[src/rtl/uart_tx_mmio.sv]
// Memory-mapped UART transmitter: TXDATA push port, STATUS register, TX FIFO and 8N1 shifter.
// Define UART_TX_PARITY_EN to insert an even-parity bit between the data bits and the stop bit.
module uart_tx_mmio #(
    parameter logic [31:0] BASE_ADDR    = 32'hFFFF_0000,
    parameter int          CLKS_PER_BIT = 16,
    parameter int          FIFO_DEPTH   = 8
) (
    input  logic        clk,
    input  logic        rst,
    input  logic [31:0] addr,
    input  logic [31:0] wdata,
    input  logic [3:0]  wren,
    output logic [31:0] rdata,
    output logic        tx,
    output logic        irq_empty
);

    localparam int          AW          = $clog2(FIFO_DEPTH);
    localparam int          CW          = AW + 1;
    localparam logic [31:0] STATUS_ADDR = BASE_ADDR + 32'd4;
    localparam logic [15:0] BIT_LOAD    = 16'(CLKS_PER_BIT - 1);
`ifdef UART_TX_PARITY_EN
    localparam logic        PAR_EN      = 1'b1;
    typedef enum logic [2:0] {IDLE, START, DATA, PARITY, STOP} state_t;
`else
    localparam logic        PAR_EN      = 1'b0;
    typedef enum logic [2:0] {IDLE, START, DATA, STOP} state_t;
`endif

    state_t         state, state_next;
    logic [15:0]    timer, timer_next;
    logic [2:0]     bit_cnt, bit_cnt_next;
    logic [7:0]     shreg, shreg_next;
    logic           par, par_next;
    logic           tx_next;

    logic [7:0]     mem [FIFO_DEPTH];
    logic [AW-1:0]  wr_ptr, rd_ptr;
    logic [CW-1:0]  count, count_next;
    logic           overflow;
    logic           full, empty, push_req, push, pop, ovf_set, ovf_clr;
    logic [7:0]     head;
    logic           unused_bits;

    assign unused_bits = ^{wdata[31:8], wren[3:1]};

    assign full     = (count == CW'(FIFO_DEPTH));
    assign empty    = (count == '0);
    assign head     = mem[rd_ptr];
    assign push_req = (addr == BASE_ADDR) && wren[0];
    // A pop on the same edge frees a slot, so a push into a full FIFO still lands.
    assign push     = push_req && (!full || pop);
    assign ovf_set  = push_req && full && !pop;
    assign ovf_clr  = (addr == STATUS_ADDR) && wren[0] && wdata[3];

    always_comb begin
        count_next = count;
        if (push && !pop)
            count_next = count + CW'(1);
        else if (pop && !push)
            count_next = count - CW'(1);
    end

    always_comb begin
        state_next   = state;
        timer_next   = timer;
        bit_cnt_next = bit_cnt;
        shreg_next   = shreg;
        par_next     = par;
        tx_next      = tx;
        pop          = 1'b0;
        case (state)
            IDLE: begin
                tx_next = 1'b1;
                if (!empty) begin
                    pop        = 1'b1;
                    shreg_next = head;
                    par_next   = ^head;
                    timer_next = BIT_LOAD;
                    state_next = START;
                    tx_next    = 1'b0;
                end
            end
            START: begin
                if (timer == '0) begin
                    state_next   = DATA;
                    timer_next   = BIT_LOAD;
                    bit_cnt_next = '0;
                    tx_next      = shreg[0];
                end else begin
                    timer_next = timer - 16'd1;
                end
            end
            DATA: begin
                if (timer == '0) begin
                    timer_next   = BIT_LOAD;
                    bit_cnt_next = bit_cnt + 3'd1;
                    if (bit_cnt == 3'd7) begin
`ifdef UART_TX_PARITY_EN
                        state_next = PARITY;
                        tx_next    = par;
`else
                        state_next = STOP;
                        tx_next    = 1'b1;
`endif
                    end else begin
                        shreg_next = shreg >> 1;
                        tx_next    = shreg[1];
                    end
                end else begin
                    timer_next = timer - 16'd1;
                end
            end
`ifdef UART_TX_PARITY_EN
            PARITY: begin
                if (timer == '0) begin
                    state_next = STOP;
                    timer_next = BIT_LOAD;
                    tx_next    = 1'b1;
                end else begin
                    timer_next = timer - 16'd1;
                end
            end
`endif
            STOP: begin
                if (timer == '0) begin
                    // Chain straight into the next start bit when data is waiting.
                    if (!empty) begin
                        pop        = 1'b1;
                        shreg_next = head;
                        par_next   = ^head;
                        timer_next = BIT_LOAD;
                        state_next = START;
                        tx_next    = 1'b0;
                    end else begin
                        state_next = IDLE;
                        tx_next    = 1'b1;
                    end
                end else begin
                    timer_next = timer - 16'd1;
                end
            end
            default: begin
                state_next = IDLE;
                tx_next    = 1'b1;
            end
        endcase
    end

    always_ff @(posedge clk) begin
        if (rst) begin
            state     <= IDLE;
            timer     <= '0;
            bit_cnt   <= '0;
            shreg     <= '0;
            par       <= 1'b0;
            tx        <= 1'b1;
            irq_empty <= 1'b1;
            wr_ptr    <= '0;
            rd_ptr    <= '0;
            count     <= '0;
            overflow  <= 1'b0;
        end else begin
            state     <= state_next;
            timer     <= timer_next;
            bit_cnt   <= bit_cnt_next;
            shreg     <= shreg_next;
            par       <= par_next;
            tx        <= tx_next;
            irq_empty <= (count_next == '0) && (state_next == IDLE);
            count     <= count_next;
            overflow  <= ovf_set | (overflow & ~ovf_clr);
            if (push)
                wr_ptr <= wr_ptr + AW'(1);
            if (pop)
                rd_ptr <= rd_ptr + AW'(1);
        end
    end

    always_ff @(posedge clk) begin
        if (!rst && push)
            mem[wr_ptr] <= wdata[7:0];
    end

    always_comb begin
        rdata = '0;
        if (addr == STATUS_ADDR) begin
            rdata[0]      = full;
            rdata[1]      = empty;
            rdata[2]      = (state != IDLE);
            rdata[3]      = overflow;
            rdata[4]      = PAR_EN;
            rdata[8 +: CW] = count;
        end
    end

endmodule

[config.mk]
export PLATFORM = sky130hd
export DESIGN_NAME = uart_tx_mmio
export DESIGN_NICKNAME = d
export VERILOG_FILES = /design/src/rtl/uart_tx_mmio.sv
export SDC_FILE = /design/constraint.sdc
export NUM_CORES = 1
export LEC_CHECK = 0
export ABC_AREA = 1
export CAP_MARGIN = 25
export CORE_ASPECT_RATIO = 2
export CORE_UTILIZATION = 40
export CTS_CLUSTER_DIAMETER = 200
export DETAILED_ROUTE_END_ITERATION = 10
export GPL_ROUTABILITY_DRIVEN = 0
export PLACE_DENSITY = 0.67
export SLEW_MARGIN = 25
export SYNTH_ARGS = -nofsm -noshare
export SYNTH_HDL_FRONTEND = slang
export SYNTH_SLANG_ARGS = --single-unit
[constraint.sdc]
create_clock -name clk -period 5.9 [get_ports clk]
set_input_delay 1.18 -clock clk [delete_from_list [all_inputs] [get_ports clk]]
set_output_delay 1.18 -clock clk [all_outputs]
set_load 0.01 [all_outputs]
=== Yosys cells after proc, flatten, opt, wreduce, memory -nomap -nowiden ===
Memory sizes are Yosys's and may differ from the RTL's. A register that Yosys moved wholly into a read port is not among the register bits.
Index checks and enable logic that the tools add are counted.
W data, S select, Z words.

* Bits in registers: 43
* Bits in writable memories: 64
* Memories: 1
* Bits of input ports: 70
* Word-level logic and storage cells: 95

* Reduce and logical (&&, ||, !) cells: 28
* Bitwise gates (word level): 3
* Mux-type cells: 36
* Add/subtract/negate cells: 6
* Equal/unequal tests: 11

{| class="wikitable"
|+ Memories
! memory !! words !! width !! rd ports !! clocked after Yosys merged registers in !! wr ports !! RTL line !! text
|-
| mem || 8 || 8 || 1 || 1 || 1 || 37 || <nowiki>logic [7:0] mem [FIFO_DEPTH];</nowiki>
|}

{| class="wikitable"
|+ Operator list
! kind !! number
|-
| $eq A32 B32 Y1 const B || 2
|-
| $mux W16 || 3
|-
| $pmux W16 S3 || 1
|-
| $mux W8 || 4
|-
| $mux W3 || 9
|-
| $pmux W8 S3 || 1
|-
| $logic_not A16 Y1 || 1
|-
| $mux W4 || 4
|-
| $sub A16 B1 Y16 const B || 1
|-
| $pmux W3 S4 || 1
|-
| $logic_and A1 B1 Y1 || 10
|-
| $mux W1 || 10
|-
| $add A3 B1 Y3 const B || 3
|-
| $reduce_bool A3 Y1 || 3
|-
| $logic_not A4 Y1 || 2
|-
| $ne A2 B2 Y1 const B || 4
|-
| $eq A3 B2 Y1 const B || 2
|-
| $logic_not A3 Y1 || 2
|-
| $pmux W3 S2 || 1
|-
| $reduce_and A3 Y1 || 2
|-
| $add A4 B1 Y4 const B || 1
|-
| $eq A4 B4 Y1 const B || 1
|-
| $logic_not A1 Y1 || 4
|-
| $pmux W1 S4 || 1
|-
| other kinds (11) || 11
|}

=== Depth between registers and ports, before layout ===
Gate-level depths: netlist of the first run.

* Depth after elaboration: 12
* Mapped depth: 15

=== Least setup slack after synthesis of the first run ===
OpenSTA, ideal clock, no wires.

* Kind: input -> output
* From: input port addr[7]
* To: output port rdata[0]
* Required time: 4.720 ns
* Setup slack: 2.531 ns
* Arrival: 2.189 ns
* Stages: 7
* Cells stage by stage: inv_1 nand2_1 nor3_1 nand3_1 nor3_1 nand3_1 nor3_1

* Word-level cells in the longest chain between the ends: 2

{| class="wikitable"
|+ Ends and longest elaborated chain
! what !! RTL line !! text
|-
| from (decl) || 10 || <nowiki>input logic [31:0] addr,</nowiki>
|-
| $eq A32 B32 Y1 || 187 || <nowiki>if (addr == STATUS_ADDR) begin</nowiki>
|-
| $mux W4 || 187 ||
|-
| to (decl) || 13 || <nowiki>output logic [31:0] rdata,</nowiki>
|}

No other way between the ends.

=== Worst setup path after layout of the first run ===
* From: input port addr[26]
* To: output port rdata[0]

The elaborated chain is that of the path after synthesis.

==> flow_summary.toml, run 1 <==
[outcome]
outcome = "finished clean"

[critical_path]
worstPathCellList = "clkdlybuf4s50_1 > nand2_1 > nor2_1 > nand3b_1 > nor4_1 > nand3_1 > nor3_1 > clkdlybuf4s50_1"
worstPathRequired_ns = 4.72
crit_family = "simple AND/OR/NAND/NOR gates"
max_stage_delay_ns = 0.57
criticalPathCategory = "in -> out"
crit_buf_inv = 2
cp_slowest_cell = "clkdlybuf4s50_1"
critPathMaxFanout = 9
cp-end-kind = "primary output"
worstSetupStartpointType = "input port"
arrival_ns = 3.41
crit_path_frequent_cell = "clkdlybuf4s50_1"

[grt]
antenna_found_initial = 0
grt_overflow_total = 0
first_global_vias = 4519
grt_usage_pct = 18.80
grt_max_degree = 34
grt_pass1_wl_mm = 21.18

[cells_and_area]
layout-drive-gt1-share_pct = 8.131
n_antenna_cell = 0
finish.net_count = 776
syn_to_final_growth_pct = 15.23

[place]
dp_hpwl_mm = 9.471
io_buffers = 52
place_ws_ns = 1.308

[die]
pin_count = 104
num_rows = 60
die_h_um = 169.4
die_w_um = 85.70
core_area_um2 = 13590
dieArea_um2 = 14520
initial_core_util_pct = 41.24

[clocking]
clockBufferDepth = 2
cts_max_level = 3
cts_tree = "yes"
post_cts_buffers = 0
cts_buffers = 9
cts.clk_slew.worst_paths_ns = 0.07
insertion_delay_ns = 0.34
cts_hold_buf = 0
ctsResizeCount = 0
clockRootBuffer = "clkbuf_16"
clkSinkCount = 110

[timing]
fin_setup_tns_ns = 0
relSlewSlack_pct = 33.96
tightest_slew_ns = 0.9870
period_share_pct = 77.76
worst_slack_ns = 1.312
rsz0062_at_grt = "no"
drv_slew = 0
hold_viol_final = 0
fmax_mhz = 218.0
period_needed_ns = 4.588
finalSetupViolCount = 0
fin_skew_ns = 0.004423

[logic_synthesis]
syn_avg_cell_area_um2 = 8.608
yosys_warnings = 0
synth.distinct_cells = 47
syn_area_um2 = 5604
synth_top_area_share_pct = 34.29
ys_seq_area_share_pct = 50.73
synthArstFlopShare_pct = 0
synthFlopType = "edfxtp_1"
postSynthCellCount = 651
synth-seq-cells = 110
synthTopCellsByCount = "nand2_1 (106), nor2_1 (96), edfxtp_1 (64), inv_1 (58), o21ai_0 (53)"
yosys.area.top_type = "edfxtp_1"
yosysMostFrequentCell = "nand2_1"
synth_edf_count = 64
synth_area_leaders = "edfxtp_1 (34%), dfxtp_1 (16%), nand2_1 (7.1%), nor2_1 (6.4%), o21ai_0 (4.7%)"

[routing]
post_drt_via_cell_ratio = 5.067
dr_total_vias = 4494
drt_iter0_drc = 275
drc = 0
wl_mm = 12.97
dr.pass1.iters = 5
wl_per_cell_um = 14.62
ant_nets = 0

[pwr]
ir_worst_vdd_v = 0.0002101
power.total_w = 0.002507
cellPowerDensity_nw_per_um2 = 388.2
total_leakage_power_nw = 2.493

[flow_run]
drv_cap = 0

[worst_hold_path]
hold_path.class = "reg -> reg"
[layout make-up]
class	count	area, um^2
Multi-Input combinational cell	457	2321
Inverter	65	246.5
Tap cell	186	232.7
Clock inverter	6	53.80
Fill cell	1288	7131
Sequential cell	110	2843
Clock buffer	9	225.2
Timing Repair Buffer	54	535.5
[logic make-up (layout without fill, tap and decap cells)]
kind of cell             after synthesis  count (layout)  share of synthesized area [%]
adder cells (fa/ha/maj)                9               9                          2.009
AND/OR/NAND/NOR                      284             284                          22.88
buffers and inverters                108             134                          9.511
AO/OA/AOI/OAI                        132             132                          13.71
other                                  1              25                        0.06691
XOR/XNOR                               7               7                          1.094
flip-flops                           110             110                          50.73
[metrics by stage]
stage               instances  instance area [um^2]  util (%)  hold WS (ns)
finish                    887                  6457     47.52        0.4464
global route              887                  6457     47.52        0.4779
CTS                       887                  6455     47.50        0.4509
detailed placement        872                  6176     45.45        0.4403
global placement          872                  6176     45.45        0.4318
floorplan                 675                  5694         -        0.4123
[report_power, final]
group	internal, W	switching [W]
combinational	0.000331	0.000651
clock	0.000292	0.000281
sequential	0.000880	0.0000719
[routing by layer]
metal	GRT usage, %	up-vias	routed length [um]	part of all wire, %
met5	0	-	0	0
met4	10.51	0	498	3.8
met2	36.00	121	7288	56
met3	2.821	25	392	3.0
li1	-	2261	-	-
met1	18.80	2087	4787	37
[placed cells by master (no fill, tap or decap), types with 2 or more instances in the layout]
master / count
nand2_1: 106
nor2_1: 95
edfxtp_1: 64
inv_1: 58
o21ai_0: 53
clkdlybuf4s50_1: 52
dfxtp_1: 46
a21oi_1: 32
nand3_1: 30
conb_1: 25
o22ai_1: 19
nor3_1: 12
nand4_1: 11
ha_1: 9
clkbuf_16: 9
nand2_2: 8
a31oi_1: 8
xor2_1: 7
inv_2: 6
nor2_2: 6
nor2_4: 3
nand2_4: 3
o21ai_1: 3
o211ai_1: 3
nand3b_1: 2
nor4_1: 2
o21ai_2: 2
or2_2: 2
a21oi_2: 2
inv_6: 2
clkinv_4: 2
buf_4: 2
[flip-flops by register name, summed over array words and instances, names as in the netlist, named ones only]
register   flops
irq_empty      1
tx             1
rd_ptr         3
shreg          8
timer         16
mem           64
overflow       1
state          3
count          4
bit_cnt        3
wr_ptr         3
[final timing paths]
path / startpoint / endpoint / slack, ns / depth (start not counted)
setup reg to reg: count[0] / mem[2][4] / 3.18 / 9
hold / removal: rd_ptr[2] / flip-flop / 0.45 / 1
setup / recovery: addr[26] / rdata[0] / 1.31 / 8
hold reg to reg: rd_ptr[2] / flip-flop / 0.45 / 1
(Power assumes the default switching activity.)
==> inputs of run 2 (changes only) <==
Settings changed: PLACE_DENSITY 0.67 to 0.69.
Clock period 5.9 ns to 3.7 ns, I/O delays scaled along.
==> flow_summary.toml, run 2 (synthesis gave the netlist of run 1 again) <==
[grt]
antenna_found_initial = 0
grt_pass1_wl_mm = 21.36
grt_usage_pct = 19.03
first_global_vias = 4613
grt_max_degree = 34
grt_overflow_total = 0

[critical_path]
arrival_ns = 2.79
worstPathCellList = "clkdlybuf4s50_1 > nand2_1 > nor2_1 > nand3b_1 > nor4_1 > nand3_1 > buf_4 > nor3_1 > clkdlybuf4s50_1"
criticalPathCategory = "in -> out"
critPathMaxFanout = 9
crit_path_frequent_cell = "clkdlybuf4s50_1"
worstSetupStartpointType = "input port"
worstPathRequired_ns = 2.96
crit_buf_inv = 3
cp-end-kind = "primary output"
crit_family = "buffers and inverters"
max_stage_delay_ns = 0.57
cp_slowest_cell = "clkdlybuf4s50_1"

[clocking]
clockRootBuffer = "clkbuf_16"
cts_buffers = 9
insertion_delay_ns = 0.35
cts_max_level = 3
clockBufferDepth = 2
clkSinkCount = 110
cts_tree = "yes"
cts.clk_slew.worst_paths_ns = 0.07

[place]
dp_hpwl_mm = 9.664
io_buffers = 52

[cells_and_area]
fillers = 1257
regArea_um2 = 2843
largestRegisters = "mem: 64 flops, timer: 16 flops, shreg: 8 flops"
final_common_cell = "nand2_1"
syn_to_final_growth_pct = 17.10
multi_input_area_um2 = 2323
layout_common_cells = "nand2_1 (106), nor2_1 (96), edfxtp_1 (64), inv_1 (58), o21ai_0 (53)"
n_antenna_cell = 0
finish.net_count = 786
largest_reg_flops = 64
layout-drive-gt1-share_pct = 9.410
largest-register = "mem"

[routing]
ant_nets = 0
drt_iter0_drc = 379
post_drt_via_cell_ratio = 5.137
dr_total_vias = 4613
wl_per_cell_um = 14.64
wl_mm = 13.15
drc = 0
dr.pass1.iters = 5

[timing]
drv_slew = 0
fin_setup_tns_ns = 0
rsz0062_at_grt = "no"
period_share_pct = 95.28
finalSetupViolCount = 0
relSlewSlack_pct = 36.54
hold_viol_final = 0
hold_ws_ns = 0.4528
fmax_mhz = 283.7
period_needed_ns = 3.525
tightest_slew_ns = 0.9508
fin_skew_ns = 0.007963

[outcome]
outcome = "finished clean"

[pwr]
total_leakage_power_nw = 2.558
cellPowerDensity_nw_per_um2 = 617.1
power.total_w = 0.004050
ir_worst_vdd_v = 0.0003832

[die]
initial_core_util_pct = 41.24
pin_count = 104
die_h_um = 169.4
dieArea_um2 = 14520
num_rows = 60
core_area_um2 = 13590
die_w_um = 85.70

[flow_run]
drv_cap = 0

[worst_hold_path]
hold_path.class = "reg -> reg"
## run 2: routing by layer
metal / vias to the layer above / track usage, % / part of all wire [%]
met2: 125 / 36.10 / 55
li1: 2273 / - / -
met5: - / 0 / 0
met1: 2173 / 19.60 / 37
met4: 0 / 10.00 / 4.0
met3: 42 / 2.870 / 3.3
## run 2: metrics by stage
step	utilization, %	setup slack, ns	cell area [um^2]	instances
2_1_floorplan	-	1.211	5694	675
3_3_place_gp	46.00	0.1720	6251	882
3_5_place_dp	46.00	0.1914	6251	882
4_1_cts	48.26	0.1675	6558	898
5_1_grt	48.30	0.04085	6563	898
6_report	48.30	0.1746	6563	898
## run 2: layout make-up
type                    instances  area share (%)
well taps                     186           3.546
clock buffers                   9           3.432
repair buffers                 64           9.304
flip-flops and latches        110           43.32
multi-input cells             457           35.41
clock inverters                 7           1.239
inverters                      65           3.756
## run 2: final timing paths
check	slack, ns	start	depth (start not counted)	to
worst min-delay path	0.45	rd_ptr[2]	1	rd_ptr[2]
worst max-delay path	0.17	addr[28]	9	rdata[0]
worst max register to register	1.41	state[2]	13	timer[7]
worst min register to register	0.45	rd_ptr[2]	1	rd_ptr[2]
## run 2: timing repair
action,in CTS,in global routing
hold buffers,0,0
gates resized for setup,0,1
buffers inserted,0,0
setup endpoints to repair,0,1
## run 2: power by group
| part | internal, W | switching (W) |
|---|---|---|
| Clock | 0.000535 | 0.000450 |
| Sequential | 0.00140 | 0.000114 |
| Combinational | 0.000529 | 0.00102 |
==> inputs of run 3 (changes only) <==
Settings changed: HOLD_SLACK_MARGIN set to 0.03.
==> results of run 3 <==
Final layout, timing and power as in run 2 (identical DEF).
